## config.mk

```make
export PLATFORM = sky130hd
export DESIGN_NAME = tcp_tx_msg_poller_flat
export DESIGN_NICKNAME = d
export VERILOG_FILES = /design/src/rtl/tcp_tx_msg_poller_pkg.sv /design/src/rtl/tcp_tx_msg_poller_if.sv /design/src/rtl/tcp_tx_poller_table.sv /design/src/rtl/tcp_tx_msg_poller.sv /design/src/flat_wrapper.sv
export SDC_FILE = /design/constraint.sdc
export NUM_CORES = 1
export LEC_CHECK = 0
export BUFFER_PORTS_ARGS = -buffer_cell sky130_fd_sc_hd__buf_2
export CAP_MARGIN = 20
export CORE_MARGIN = 4
export CORE_UTILIZATION = 65
export CTS_CLUSTER_DIAMETER = 60
export DETAILED_ROUTE_END_ITERATION = 16
export PLACE_DENSITY = 0.95
export REMOVE_ABC_BUFFERS = 1
export SLEW_MARGIN = 20
export SYNTH_ARGS = -nofsm -noshare
export SYNTH_HDL_FRONTEND = slang
export SYNTH_HIERARCHICAL = 1
export SYNTH_SLANG_ARGS = --single-unit
```

## constraint.sdc

```tcl
create_clock -name clk -period 9.1 [get_ports clk]
set_clock_uncertainty 0.15 [all_clocks]
set_input_delay 1.82 -clock clk [delete_from_list [all_inputs] [get_ports clk]]
set_output_delay 1.82 -clock clk [all_outputs]
set_load 0.02 [all_outputs]
```

## src/rtl/tcp_tx_msg_poller_pkg.sv

```systemverilog
// Shared types, widths and the free-space helper for the TX message poller.
package tcp_tx_msg_poller_pkg;

    localparam int FLOWID_W            = 8;
    localparam int TX_PAYLOAD_PTR_W    = 16;
    localparam int XY_WIDTH            = 8;
    localparam int MSG_SRC_FBITS_WIDTH = 4;

    localparam logic [TX_PAYLOAD_PTR_W:0] TX_BUF_SIZE = {1'b1, {TX_PAYLOAD_PTR_W{1'b0}}};

    typedef struct packed {
        logic [FLOWID_W-1:0]            flowid;
        logic [TX_PAYLOAD_PTR_W-1:0]    len;
        logic [XY_WIDTH-1:0]            dst_x;
        logic [XY_WIDTH-1:0]            dst_y;
        logic [MSG_SRC_FBITS_WIDTH-1:0] dst_fbits;
    } poller_slot_struct;

    typedef enum logic [2:0] {
        ST_IDLE    = 3'd0,
        ST_RD_REQ  = 3'd1,
        ST_RD_WAIT = 3'd2,
        ST_CHECK   = 3'd3,
        ST_OUT     = 3'd4
    } poller_state_e;

    // Pointers carry one extra wrap bit, so used spans 0..2^W and free is W+1 bits.
    function automatic logic [TX_PAYLOAD_PTR_W:0] tx_free_space(
        input logic [TX_PAYLOAD_PTR_W:0] head,
        input logic [TX_PAYLOAD_PTR_W:0] tail
    );
        logic [TX_PAYLOAD_PTR_W:0] used;
        used = tail - head;
        return TX_BUF_SIZE - used;
    endfunction

endpackage

```

## src/rtl/tcp_tx_msg_poller_if.sv

```systemverilog
// Request / pointer-read / grant channels of the TX message poller.
interface tcp_tx_msg_poller_if;
    import tcp_tx_msg_poller_pkg::*;

    logic                            noc_if_poller_msg_req_val;
    logic [FLOWID_W-1:0]             noc_if_poller_msg_req_flowid;
    logic [TX_PAYLOAD_PTR_W-1:0]     noc_if_poller_msg_req_len;
    logic [XY_WIDTH-1:0]             noc_if_poller_msg_dst_x;
    logic [XY_WIDTH-1:0]             noc_if_poller_msg_dst_y;
    logic [MSG_SRC_FBITS_WIDTH-1:0]  noc_if_poller_msg_dst_fbits;
    logic                            poller_noc_if_msg_req_rdy;

    logic                            poller_ptr_rd_req_val;
    logic [FLOWID_W-1:0]             poller_ptr_rd_req_flowid;
    logic                            ptr_poller_rd_req_rdy;
    logic                            ptr_poller_rd_resp_val;
    logic [TX_PAYLOAD_PTR_W:0]       ptr_poller_rd_resp_head;
    logic [TX_PAYLOAD_PTR_W:0]       ptr_poller_rd_resp_tail;
    logic                            poller_ptr_rd_resp_rdy;

    logic                            poller_msg_noc_if_meta_val;
    logic [FLOWID_W-1:0]             poller_msg_noc_if_flowid;
    logic [TX_PAYLOAD_PTR_W:0]       poller_msg_noc_if_base_ptr;
    logic [TX_PAYLOAD_PTR_W-1:0]     poller_msg_noc_if_len;
    logic [XY_WIDTH-1:0]             poller_msg_noc_if_dst_x;
    logic [XY_WIDTH-1:0]             poller_msg_noc_if_dst_y;
    logic [MSG_SRC_FBITS_WIDTH-1:0]  poller_msg_noc_if_dst_fbits;
    logic                            noc_if_poller_msg_meta_rdy;

    modport master (
        output noc_if_poller_msg_req_val, noc_if_poller_msg_req_flowid, noc_if_poller_msg_req_len,
        output noc_if_poller_msg_dst_x, noc_if_poller_msg_dst_y, noc_if_poller_msg_dst_fbits,
        input  poller_noc_if_msg_req_rdy,
        input  poller_ptr_rd_req_val, poller_ptr_rd_req_flowid,
        output ptr_poller_rd_req_rdy, ptr_poller_rd_resp_val,
        output ptr_poller_rd_resp_head, ptr_poller_rd_resp_tail,
        input  poller_ptr_rd_resp_rdy,
        input  poller_msg_noc_if_meta_val, poller_msg_noc_if_flowid, poller_msg_noc_if_base_ptr,
        input  poller_msg_noc_if_len, poller_msg_noc_if_dst_x, poller_msg_noc_if_dst_y,
        input  poller_msg_noc_if_dst_fbits,
        output noc_if_poller_msg_meta_rdy
    );

    modport slave (
        input  noc_if_poller_msg_req_val, noc_if_poller_msg_req_flowid, noc_if_poller_msg_req_len,
        input  noc_if_poller_msg_dst_x, noc_if_poller_msg_dst_y, noc_if_poller_msg_dst_fbits,
        output poller_noc_if_msg_req_rdy,
        output poller_ptr_rd_req_val, poller_ptr_rd_req_flowid,
        input  ptr_poller_rd_req_rdy, ptr_poller_rd_resp_val,
        input  ptr_poller_rd_resp_head, ptr_poller_rd_resp_tail,
        output poller_ptr_rd_resp_rdy,
        output poller_msg_noc_if_meta_val, poller_msg_noc_if_flowid, poller_msg_noc_if_base_ptr,
        output poller_msg_noc_if_len, poller_msg_noc_if_dst_x, poller_msg_noc_if_dst_y,
        output poller_msg_noc_if_dst_fbits,
        input  noc_if_poller_msg_meta_rdy
    );

endinterface

```

## src/rtl/tcp_tx_poller_table.sv

```systemverilog
// Pending-request slot table: storage, lowest-free / duplicate-flow search, round-robin select.
module tcp_tx_poller_table
    import tcp_tx_msg_poller_pkg::*;
#(
    parameter int NUM_SLOTS = 8,
    parameter int SLOT_W    = $clog2(NUM_SLOTS)
) (
    input  logic              clk,
    input  logic              rst_n,
    input  logic              wr_en_i,
    input  poller_slot_struct wr_slot_i,
    input  logic              clr_en_i,
    input  logic [SLOT_W-1:0] clr_idx_i,
    input  logic [FLOWID_W-1:0] req_flowid_i,
    input  logic [SLOT_W-1:0] rr_ptr_i,
    input  logic [SLOT_W-1:0] rd_idx_i,
    output logic              rdy_o,
    output logic              any_valid_o,
    output logic [SLOT_W-1:0] sel_idx_o,
    output poller_slot_struct rd_slot_o
);

    poller_slot_struct    slot_q [NUM_SLOTS];
    logic [NUM_SLOTS-1:0] valid_q, valid_d;
    logic [SLOT_W-1:0]    free_idx_s;
    logic                 dup_s;

    // Descending scans so the lowest free slot / nearest valid slot after rr_ptr wins.
    always_comb begin
        free_idx_s = '0;
        dup_s      = 1'b0;
        sel_idx_o  = rr_ptr_i;
        for (int i = NUM_SLOTS - 1; i >= 0; i--) begin
            free_idx_s = valid_q[i] ? free_idx_s : SLOT_W'(i);
            dup_s      = dup_s | (valid_q[i] & (slot_q[i].flowid == req_flowid_i));
            sel_idx_o  = valid_q[rr_ptr_i + SLOT_W'(i)] ? (rr_ptr_i + SLOT_W'(i)) : sel_idx_o;
        end
    end

    assign rdy_o       = ~(&valid_q) & ~dup_s;
    assign any_valid_o = |valid_q;
    assign rd_slot_o   = slot_q[rd_idx_i];

    // Valid-bit next state; a slot freed this cycle still looks busy to the writer.
    always_comb begin
        valid_d             = valid_q;
        valid_d[clr_idx_i]  = valid_q[clr_idx_i] & ~clr_en_i;
        valid_d[free_idx_s] = valid_d[free_idx_s] | wr_en_i;
    end

    // Slot storage and valid bits.
    always_ff @(posedge clk or negedge rst_n) begin
        if (!rst_n) begin
            valid_q <= '0;
            for (int i = 0; i < NUM_SLOTS; i++) begin
                slot_q[i] <= '0;
            end
        end else begin
            valid_q <= valid_d;
            if (wr_en_i) begin
                slot_q[free_idx_s] <= wr_slot_i;
            end
        end
    end

endmodule

```

## src/rtl/tcp_tx_msg_poller.sv

```systemverilog
// TX message poller: holds send-buffer-space requests and grants them once the flow has room.
// Optional statistics counters are built only when TCP_TX_POLLER_STATS_EN is defined.
module tcp_tx_msg_poller
    import tcp_tx_msg_poller_pkg::*;
#(
    parameter int NUM_SLOTS = 8,
    parameter int SLOT_W    = $clog2(NUM_SLOTS)
) (
    input  logic        clk,
    input  logic        rst_n,
    tcp_tx_msg_poller_if.slave bus,
    output logic [31:0] poller_stat_polls,
    output logic [31:0] poller_stat_grants
);

    poller_state_e             state_q, state_d;
    logic [SLOT_W-1:0]         cur_q, cur_d, rr_q, rr_d;
    logic [TX_PAYLOAD_PTR_W:0] head_q, head_d, tail_q, tail_d;
    logic                      en_q;

    logic                      tbl_rdy_s, any_valid_s, fits_s;
    logic                      accept_s, rd_hs_s, resp_hs_s, meta_hs_s;
    logic [SLOT_W-1:0]         sel_idx_s;
    poller_slot_struct         req_slot_s, cur_slot_s, meta_slot_s;
    logic                      req_rdy_s, rd_req_val_s, resp_rdy_s, meta_val_s;
    logic [FLOWID_W-1:0]       rd_flowid_s;
    logic [TX_PAYLOAD_PTR_W:0] meta_base_s;

    assign req_slot_s = '{flowid:    bus.noc_if_poller_msg_req_flowid,
                          len:       bus.noc_if_poller_msg_req_len,
                          dst_x:     bus.noc_if_poller_msg_dst_x,
                          dst_y:     bus.noc_if_poller_msg_dst_y,
                          dst_fbits: bus.noc_if_poller_msg_dst_fbits};

    assign accept_s  = req_rdy_s & bus.noc_if_poller_msg_req_val;
    assign rd_hs_s   = rd_req_val_s & bus.ptr_poller_rd_req_rdy;
    assign resp_hs_s = resp_rdy_s & bus.ptr_poller_rd_resp_val;
    assign meta_hs_s = meta_val_s & bus.noc_if_poller_msg_meta_rdy;
    assign fits_s    = ({1'b0, cur_slot_s.len} <= tx_free_space(head_q, tail_q));

    tcp_tx_poller_table #(
        .NUM_SLOTS (NUM_SLOTS),
        .SLOT_W    (SLOT_W)
    ) u_table (
        .clk          (clk),
        .rst_n        (rst_n),
        .wr_en_i      (accept_s),
        .wr_slot_i    (req_slot_s),
        .clr_en_i     (meta_hs_s),
        .clr_idx_i    (cur_q),
        .req_flowid_i (bus.noc_if_poller_msg_req_flowid),
        .rr_ptr_i     (rr_q),
        .rd_idx_i     (cur_q),
        .rdy_o        (tbl_rdy_s),
        .any_valid_o  (any_valid_s),
        .sel_idx_o    (sel_idx_s),
        .rd_slot_o    (cur_slot_s)
    );

    // FSM state, current slot, round-robin pointer and captured pointers.
    always_ff @(posedge clk or negedge rst_n) begin
        if (!rst_n) begin
            state_q <= ST_IDLE;
            cur_q   <= '0;
            rr_q    <= '0;
            head_q  <= '0;
            tail_q  <= '0;
            en_q    <= 1'b0;
        end else begin
            state_q <= state_d;
            cur_q   <= cur_d;
            rr_q    <= rr_d;
            head_q  <= head_d;
            tail_q  <= tail_d;
            en_q    <= 1'b1;
        end
    end

    // Next-state logic for the poll / check / grant sequence.
    always_comb begin
        state_d = state_q;
        cur_d   = cur_q;
        rr_d    = rr_q;
        head_d  = head_q;
        tail_d  = tail_q;
        case (state_q)
            ST_IDLE: begin
                if (any_valid_s) begin
                    cur_d   = sel_idx_s;
                    state_d = ST_RD_REQ;
                end else begin
                    state_d = ST_IDLE;
                end
            end
            ST_RD_REQ: begin
                state_d = rd_hs_s ? ST_RD_WAIT : ST_RD_REQ;
            end
            ST_RD_WAIT: begin
                if (resp_hs_s) begin
                    head_d  = bus.ptr_poller_rd_resp_head;
                    tail_d  = bus.ptr_poller_rd_resp_tail;
                    state_d = ST_CHECK;
                end else begin
                    state_d = ST_RD_WAIT;
                end
            end
            ST_CHECK: begin
                if (fits_s) begin
                    state_d = ST_OUT;
                end else begin
                    rr_d    = cur_q + SLOT_W'(1);
                    state_d = ST_IDLE;
                end
            end
            ST_OUT: begin
                if (meta_hs_s) begin
                    rr_d    = cur_q + SLOT_W'(1);
                    state_d = ST_IDLE;
                end else begin
                    state_d = ST_OUT;
                end
            end
            default: begin
                state_d = ST_IDLE;
            end
        endcase
    end

    // Outputs decoded from registered state; en_q keeps every output low while in reset.
    // resp_rdy stays high in IDLE so a response orphaned by reset is drained.
    always_comb begin
        req_rdy_s    = en_q & tbl_rdy_s;
        rd_req_val_s = (state_q == ST_RD_REQ);
        rd_flowid_s  = rd_req_val_s ? cur_slot_s.flowid : '0;
        resp_rdy_s   = en_q & ((state_q == ST_IDLE) | (state_q == ST_RD_WAIT));
        meta_val_s   = (state_q == ST_OUT);
        meta_slot_s  = meta_val_s ? cur_slot_s : '0;
        meta_base_s  = meta_val_s ? tail_q : '0;
    end

    assign bus.poller_noc_if_msg_req_rdy   = req_rdy_s;
    assign bus.poller_ptr_rd_req_val       = rd_req_val_s;
    assign bus.poller_ptr_rd_req_flowid    = rd_flowid_s;
    assign bus.poller_ptr_rd_resp_rdy      = resp_rdy_s;
    assign bus.poller_msg_noc_if_meta_val  = meta_val_s;
    assign bus.poller_msg_noc_if_flowid    = meta_slot_s.flowid;
    assign bus.poller_msg_noc_if_base_ptr  = meta_base_s;
    assign bus.poller_msg_noc_if_len       = meta_slot_s.len;
    assign bus.poller_msg_noc_if_dst_x     = meta_slot_s.dst_x;
    assign bus.poller_msg_noc_if_dst_y     = meta_slot_s.dst_y;
    assign bus.poller_msg_noc_if_dst_fbits = meta_slot_s.dst_fbits;

`ifdef TCP_TX_POLLER_STATS_EN
    logic [31:0] polls_q, grants_q;

    // Free-running wrap-around poll and grant counters.
    always_ff @(posedge clk or negedge rst_n) begin
        if (!rst_n) begin
            polls_q  <= 32'd0;
            grants_q <= 32'd0;
        end else begin
            polls_q  <= polls_q + {31'd0, rd_hs_s};
            grants_q <= grants_q + {31'd0, meta_hs_s};
        end
    end

    assign poller_stat_polls  = polls_q;
    assign poller_stat_grants = grants_q;
`else
    assign poller_stat_polls  = 32'd0;
    assign poller_stat_grants = 32'd0;
`endif

endmodule

```

## src/flat_wrapper.sv

```systemverilog
// flat-port wrapper written by rule: the top's interface ports become plain ports
module tcp_tx_msg_poller_flat import tcp_tx_msg_poller_pkg::*;
#(
    parameter int NUM_SLOTS = 8,
    parameter int SLOT_W    = $clog2(NUM_SLOTS)
)
  (clk, rst_n, poller_stat_polls, poller_stat_grants, bus_noc_if_poller_msg_req_val, bus_noc_if_poller_msg_req_flowid, bus_noc_if_poller_msg_req_len, bus_noc_if_poller_msg_dst_x, bus_noc_if_poller_msg_dst_y, bus_noc_if_poller_msg_dst_fbits, bus_poller_noc_if_msg_req_rdy, bus_poller_ptr_rd_req_val, bus_poller_ptr_rd_req_flowid, bus_ptr_poller_rd_req_rdy, bus_ptr_poller_rd_resp_val, bus_ptr_poller_rd_resp_head, bus_ptr_poller_rd_resp_tail, bus_poller_ptr_rd_resp_rdy, bus_poller_msg_noc_if_meta_val, bus_poller_msg_noc_if_flowid, bus_poller_msg_noc_if_base_ptr, bus_poller_msg_noc_if_len, bus_poller_msg_noc_if_dst_x, bus_poller_msg_noc_if_dst_y, bus_poller_msg_noc_if_dst_fbits, bus_noc_if_poller_msg_meta_rdy);
  tcp_tx_msg_poller_if bus_i ();
  input  logic clk;
  input  logic rst_n;
  output logic [31:0] poller_stat_polls;
  output logic [31:0] poller_stat_grants;
  input wire logic [$bits(bus_i.noc_if_poller_msg_req_val)-1:0] bus_noc_if_poller_msg_req_val;
  input wire logic [$bits(bus_i.noc_if_poller_msg_req_flowid)-1:0] bus_noc_if_poller_msg_req_flowid;
  input wire logic [$bits(bus_i.noc_if_poller_msg_req_len)-1:0] bus_noc_if_poller_msg_req_len;
  input wire logic [$bits(bus_i.noc_if_poller_msg_dst_x)-1:0] bus_noc_if_poller_msg_dst_x;
  input wire logic [$bits(bus_i.noc_if_poller_msg_dst_y)-1:0] bus_noc_if_poller_msg_dst_y;
  input wire logic [$bits(bus_i.noc_if_poller_msg_dst_fbits)-1:0] bus_noc_if_poller_msg_dst_fbits;
  output wire logic [$bits(bus_i.poller_noc_if_msg_req_rdy)-1:0] bus_poller_noc_if_msg_req_rdy;
  output wire logic [$bits(bus_i.poller_ptr_rd_req_val)-1:0] bus_poller_ptr_rd_req_val;
  output wire logic [$bits(bus_i.poller_ptr_rd_req_flowid)-1:0] bus_poller_ptr_rd_req_flowid;
  input wire logic [$bits(bus_i.ptr_poller_rd_req_rdy)-1:0] bus_ptr_poller_rd_req_rdy;
  input wire logic [$bits(bus_i.ptr_poller_rd_resp_val)-1:0] bus_ptr_poller_rd_resp_val;
  input wire logic [$bits(bus_i.ptr_poller_rd_resp_head)-1:0] bus_ptr_poller_rd_resp_head;
  input wire logic [$bits(bus_i.ptr_poller_rd_resp_tail)-1:0] bus_ptr_poller_rd_resp_tail;
  output wire logic [$bits(bus_i.poller_ptr_rd_resp_rdy)-1:0] bus_poller_ptr_rd_resp_rdy;
  output wire logic [$bits(bus_i.poller_msg_noc_if_meta_val)-1:0] bus_poller_msg_noc_if_meta_val;
  output wire logic [$bits(bus_i.poller_msg_noc_if_flowid)-1:0] bus_poller_msg_noc_if_flowid;
  output wire logic [$bits(bus_i.poller_msg_noc_if_base_ptr)-1:0] bus_poller_msg_noc_if_base_ptr;
  output wire logic [$bits(bus_i.poller_msg_noc_if_len)-1:0] bus_poller_msg_noc_if_len;
  output wire logic [$bits(bus_i.poller_msg_noc_if_dst_x)-1:0] bus_poller_msg_noc_if_dst_x;
  output wire logic [$bits(bus_i.poller_msg_noc_if_dst_y)-1:0] bus_poller_msg_noc_if_dst_y;
  output wire logic [$bits(bus_i.poller_msg_noc_if_dst_fbits)-1:0] bus_poller_msg_noc_if_dst_fbits;
  input wire logic [$bits(bus_i.noc_if_poller_msg_meta_rdy)-1:0] bus_noc_if_poller_msg_meta_rdy;
  assign bus_i.noc_if_poller_msg_req_val = bus_noc_if_poller_msg_req_val;
  assign bus_i.noc_if_poller_msg_req_flowid = bus_noc_if_poller_msg_req_flowid;
  assign bus_i.noc_if_poller_msg_req_len = bus_noc_if_poller_msg_req_len;
  assign bus_i.noc_if_poller_msg_dst_x = bus_noc_if_poller_msg_dst_x;
  assign bus_i.noc_if_poller_msg_dst_y = bus_noc_if_poller_msg_dst_y;
  assign bus_i.noc_if_poller_msg_dst_fbits = bus_noc_if_poller_msg_dst_fbits;
  assign bus_poller_noc_if_msg_req_rdy = bus_i.poller_noc_if_msg_req_rdy;
  assign bus_poller_ptr_rd_req_val = bus_i.poller_ptr_rd_req_val;
  assign bus_poller_ptr_rd_req_flowid = bus_i.poller_ptr_rd_req_flowid;
  assign bus_i.ptr_poller_rd_req_rdy = bus_ptr_poller_rd_req_rdy;
  assign bus_i.ptr_poller_rd_resp_val = bus_ptr_poller_rd_resp_val;
  assign bus_i.ptr_poller_rd_resp_head = bus_ptr_poller_rd_resp_head;
  assign bus_i.ptr_poller_rd_resp_tail = bus_ptr_poller_rd_resp_tail;
  assign bus_poller_ptr_rd_resp_rdy = bus_i.poller_ptr_rd_resp_rdy;
  assign bus_poller_msg_noc_if_meta_val = bus_i.poller_msg_noc_if_meta_val;
  assign bus_poller_msg_noc_if_flowid = bus_i.poller_msg_noc_if_flowid;
  assign bus_poller_msg_noc_if_base_ptr = bus_i.poller_msg_noc_if_base_ptr;
  assign bus_poller_msg_noc_if_len = bus_i.poller_msg_noc_if_len;
  assign bus_poller_msg_noc_if_dst_x = bus_i.poller_msg_noc_if_dst_x;
  assign bus_poller_msg_noc_if_dst_y = bus_i.poller_msg_noc_if_dst_y;
  assign bus_poller_msg_noc_if_dst_fbits = bus_i.poller_msg_noc_if_dst_fbits;
  assign bus_i.noc_if_poller_msg_meta_rdy = bus_noc_if_poller_msg_meta_rdy;
  tcp_tx_msg_poller #(.NUM_SLOTS(NUM_SLOTS), .SLOT_W(SLOT_W)) u_core (.clk(clk), .rst_n(rst_n), .bus(bus_i), .poller_stat_polls(poller_stat_polls), .poller_stat_grants(poller_stat_grants));
endmodule
```

# After elaboration in Yosys (flattened, before gate mapping)
# Cells that the tools add are included.
totals:
  input_bits: 84
  elab_cells: 187
  ff_bits: 404
  out_inout_bits: 137
op_classes:
  n_lt_le_gt_ge: 16
  bitwise: 30
  addsub: 10
  n_eq_ne: 14
  reduce_logical: 10
  n_mux: 60
ops:
  columns: ["op", "n"]
  rows:
  - ["bitwise mux 352 bit", 1]
  - ["2-to-1 mux 44 bit", 4]
  - ["binary-select mux 44 bit (select 3 bit)", 1]
  - ["demux 44 bit (select 3 bit)", 1]
  - ["== test 8 bit", 8]
  - ["2-to-1 mux 3 bit", 20]
  - ["< comparator 3 x 4 -> 1 bit (second input constant)", 10]
  - ["binary-select mux 1 bit (select 3 bit)", 10]
  - ["less-or-equal comparator 16 x 17 -> 1 bit", 1]
  - ["2-to-1 mux 17 bit", 1]
  - ["subtractor 17 bit", 1]
  - ["subtractor 17 bit (first input constant)", 1]
  - ["AND 1 bit", 16]
  - ["bitwise mux 8 bit", 2]
  - ["case mux 3 bit (5 select lines)", 1]
  - ["2-to-1 mux 1 bit", 14]
  - ["adder 3 bit (second input constant)", 4]
  - ["OR 1 bit", 9]
  - ["greater-or-equal comparator 4 bit (second input constant)", 2]
  - ["2-to-1 mux 8 bit", 1]
  - ["inverter 3 -> 4 bit", 2]
  - ["AND reduction 8 bit", 1]
  - ["OR reduction 8 bit", 1]
  - ["adder 3 x 1 -> 3 bit (second input constant)", 2]
  - ["other kinds (16)", 26]

# Depth between registers and ports, before layout
depth:
  depth_word: 15
  ltp_mapped: 21
  ltp_nobuf: 21

# Modules after synthesis
# Netlist, hierarchy kept.
modules_own_cells:
  columns: ["module", "n_inst", "area_per_inst_um2", "cells_each"]
  rows:
  - ["tcp_tx_poller_table", 1, 17908.4, 1167]
  - ["tcp_tx_msg_poller", 1, 4000.1, 453]

# Least setup slack after synthesis
# OpenSTA, ideal clock, no wires.
synth_path:
  path_type: "input -> output"
  start: "input port bus_noc_if_poller_msg_req_flowid[1]"
  end: "output port bus_poller_noc_if_msg_req_rdy"
  stages: 7
  path_buffers: 1
  path_slack_ns: 3.958
  arrival_time_ns: 3.172
  cell_sequence: "clkbuf_1 > xor2_1 > nor4_1 > nand3_1 > o41ai_1 > nor4_1 > and2_1"
synth_between:
  elab_chain_cells: 12
synth_rtl:
  columns: ["item", "line_no", "text"]
  rows:
  - ["start: declaration", "flat_wrapper.sv:14", "input wire logic [$bits(bus_i.noc_if_poller_msg_req_flowid)-1:0] bus_noc_if_poller_msg_req_flowid;"]
  - ["== test 8 bit", "tcp_tx_poller_table.sv:35", "dup_s = dup_s | (valid_q[i] & (slot_q[i].flowid == req_flowid_i));"]
  - ["AND 1 bit", "tcp_tx_poller_table.sv:35", null]
  - ["OR 1 bit (6 in series)", "tcp_tx_poller_table.sv:35", null]
  - ["OR 1 bit (*)", "tcp_tx_poller_table.sv:35", null]
  - ["inverter 1 bit (*)", "tcp_tx_poller_table.sv:40", "assign rdy_o = ~(&valid_q) & ~dup_s;"]
  - ["AND 1 bit (*)", "tcp_tx_poller_table.sv:40", null]
  - ["via u_core.tbl_rdy_s", "tcp_tx_msg_poller.sv:21", "logic tbl_rdy_s, any_valid_s, fits_s;"]
  - ["AND 1 bit (*)", "tcp_tx_msg_poller.sv:132", "req_rdy_s = en_q & tbl_rdy_s;"]
  - ["end: declaration", "flat_wrapper.sv:19", "output wire logic [$bits(bus_i.poller_noc_if_msg_req_rdy)-1:0] bus_poller_noc_if_msg_req_rdy;"]
# The timed path passes the listed nets; every way through them passes the cells marked *.

# Worst setup path in the final report
# Same ends and word-level chain as after synthesis.

==> results.json <==
{
  "post-cts-setup-buffers": 0,
  "cts_tree": "built",
  "syn_inst": 1620,
  "tightest_slew_ns": 1.060,
  "drc": 0,
  "grt_setup_unrepaired": "false",
  "use_met3_pct": 5.707,
  "ys_seq_area_share_pct": 46.15,
  "gp_congestion": 0.9181,
  "cts_root_buffer": "clkbuf_16",
  "post-route-min-period_ns": 5.487,
  "power_switching_mw": 3.806,
  "grt.total_usage_pct": 29.76,
  "worstPathArrival_ns": 3.52,
  "fp.dieArea_sq_um": 36710,
  "p_leak_nw": 11.31,
  "max_clock_freq_mhz": 182.3,
  "finalHoldViolCount": 0,
  "p_total_mw": 9.894,
  "post_cts_resized": 0,
  "yosys_warnings": 6,
  "gr-max-usage-layer": "met2",
  "vias": 14390,
  "netlist_top_cells_area": "dfrtp_1 46%, mux2_2 19%, mux4_2 9.5%, ha_1 2.9%, mux2_4 2.7%",
  "yosysTopAreaCell": "dfrtp_1",
  "avgViaCountPerCell": 6.516,
  "finalCritPeriodShare_pct": 60.29,
  "netlist.area_leader.share_pct": 46.15,
  "r2r_start": "u_core/head_q[0]",
  "syn-cell-area_sq_um": 21910,
  "start_kind": "input port",
  "final_common_cell": "dfrtp_1",
  "start_util_pct": 66.66,
  "ys_ff_latch": 404,
  "grt_pass1_vias": 15130,
  "cap_violations": 0,
  "grt_max_degree": 202,
  "min_delay_path_depth": 1,
  "fin_util_pct": 73.41,
  "grt.overflow.total": 0,
  "p_sw_share_pct": 38.47,
  "p_int_mw": 6.088,
  "numCtsBuffers": 42,
  "htree_levels": 2,
  "nNetsFinal": 1868,
  "syn_to_final_growth_pct": 10.13,
  "antenna_found_initial": 8,
  "die_x_um": 191.6,
  "synth_ff_type": "dfrtp_1",
  "ctsHoldBuffers": 0,
  "ant_nets": 0,
  "post_drt_wl_per_cell_um": 24.88,
  "wirelength_um": 54950,
  "met2_usage_pct": 49.52,
  "reg2reg_setup_slack_ns": 4.08,
  "grt_util_met1_pct": 38.87,
  "hold_path_startpoint": "u_core/u_table/slot_q[150]",
  "irDropWorstVdd_mv": 0.2056,
  "powerDensity_nw_per_um2": 410.0,
  "required_ns": 7.13,
  "grt_pass1_wl_um": 85590,
  "drtIter0Drc": 1391,
  "pwr-share-comb_pct": 48.3,
  "relSlewSlack_pct": 29.30,
  "synth_edf_count": 0,
  "r2r_end": "u_core/rr_q[1]",
  "endpoint_kind": "output pin",
  "final_cell_mix": "401 x dfrtp_1, 368 x mux2_2, 155 x buf_2",
  "rows": 66,
  "clkPwrFrac_pct": 17.8,
  "critical_path_peak_fanout": 16,
  "async_flop_share_pct": 100.0,
  "whs_endpoint": "u_core/u_table/slot_q[150]",
  "r2r_cells": 20,
  "setup_viol": 0,
  "clk_pin_slew_ns": 0.06,
  "clock_latency_ns": 0.55,
  "clockBufferDepth": 3,
  "seq_power_share_pct": 33.9,
  "cts.sink_count": 404,
  "hpwl_um": 32750,
  "die_y_um": 191.6,
  "drv_slew": 0,
  "path_class": "in -> out",
  "fin_setup_tns_ns": 0,
  "io_buffers": 156,
  "drtPass1Iterations": 9,
  "avgSynthCellArea_sq_um": 13.52,
  "status": "complete, no violations",
  "layout-drive-gt1-share_pct": 43.39,
  "yosysUniqueCellTypes": 73,
  "coreArea_sq_um": 32870,
  "io_pins": 221,
  "hp-class": "reg -> reg"
}
## state kept, by name, summed over array words and instances (netlist names)
register                count
u_core/u_table/slot_q     352
u_core/head_q              17
u_core/tail_q              17
u_core/u_table/valid_q      8
u_core/cur_q                3
u_core/rr_q                 3
u_core/state_q              3
u_core/en_q                 1
## final cells by class
cell class	instances	area [sq um]
antenna	4	10.01
tap	442	553.0
sequential	404	10120
clock inverter	12	187.7
fill	1855	8738
multi-input combinational	1075	10930
inverter	37	138.9
timing repair buffer	173	950.9
clock buffer	62	1236
## metal layers
metal	vias up	routed length [um]
met3	235	4477
met1	7333	20730
met2	827	27410
met5	-	54
li1	5988	-
met4	10	2278
## worst max path at each step
stage | cells after the start | end | start | slack (ns)
6_report | 8 | bus_poller_noc_if_msg_req_rdy | bus_noc_if_poller_msg_req_flowid[1] | 3.61
5_1_grt | 5 | bus_poller_msg_noc_if_len[2] | u_core/cur_q[0] | 3.41
4_1_cts | 5 | bus_poller_msg_noc_if_len[2] | u_core/cur_q[0] | 3.57
3_5_place_dp | 8 | bus_poller_noc_if_msg_req_rdy | bus_noc_if_poller_msg_req_flowid[1] | 3.65
3_3_place_gp | 8 | bus_poller_noc_if_msg_req_rdy | bus_noc_if_poller_msg_req_flowid[1] | 3.68
2_1_floorplan | 8 | u_core/u_table/slot_q[220] | bus_noc_if_poller_msg_req_flowid[1] | 2.21
## metrics by stage
step	area (sq um)	cells	hold WS (ns)	setup slack [ns]
4_1_cts	24090	2204	0.3485	3.567
5_1_grt	24130	2208	0.3654	3.411
2_1_floorplan	21150	1516	0.3095	2.211
3_3_place_gp	22670	2130	0.3183	3.682
6_report	24130	2209	0.3447	3.613
3_5_place_dp	22670	2130	0.3349	3.648
## cells by family after synthesis
logic type / share of synthesized area, %
adders and majority gates: 2.947
AOI/OAI and AO/OA: 3.484
xor gates and xnor gates: 3.318
and+or+nand+nor: 5.762
DFF: 46.15
buffers and inverters: 5.163
muxes: 33.15
other: 0.03428
## critical path: stages
cell and delay (ns):
buf_2 0.31, xor2_1 0.13, nor4_1 0.34, nand3_1 0.12, o41ai_1 0.30, nor4_1 0.12, and2_1 0.20, buf_2 0.16
## power groups by stage
| stage | Sequential (mW) | Combinational (mW) | Clock (mW) |
|---|---|---|---|
| floorplan | 3.17 | 3.52 | 0 |
| global placement | 3.22 | 4.26 | 0 |
| detailed placement | 3.32 | 4.56 | 0 |
| CTS | 3.32 | 4.69 | 1.78 |
| global route | 3.43 | 5.12 | 1.86 |
| finish | 3.36 | 4.78 | 1.76 |
## cells in the mapped netlist, drive strengths merged, types with 2 or more instances
library cell    n
a211o           3
a211oi          4
a21boi          3
a21o            4
a21oi          21
a22o            2
a22oi           3
a311oi          2
a31o            2
a31oi           2
and2           57
and3            6
buf           118
clkbuf         49
conb            2
dfrtp         404
ha             50
inv            36
mux2          422
mux2i          16
mux4           97
nand2          40
nand2b          8
nand3          15
nand3b          3
nand4          14
nor2           41
nor2b           5
nor3           15
nor3b           8
nor4           15
o211ai          4
o21a            2
o21ai          41
o311ai          2
o31ai           3
o41ai           3
xnor2          22
xor2           61
(Power assumes the default switching activity.)
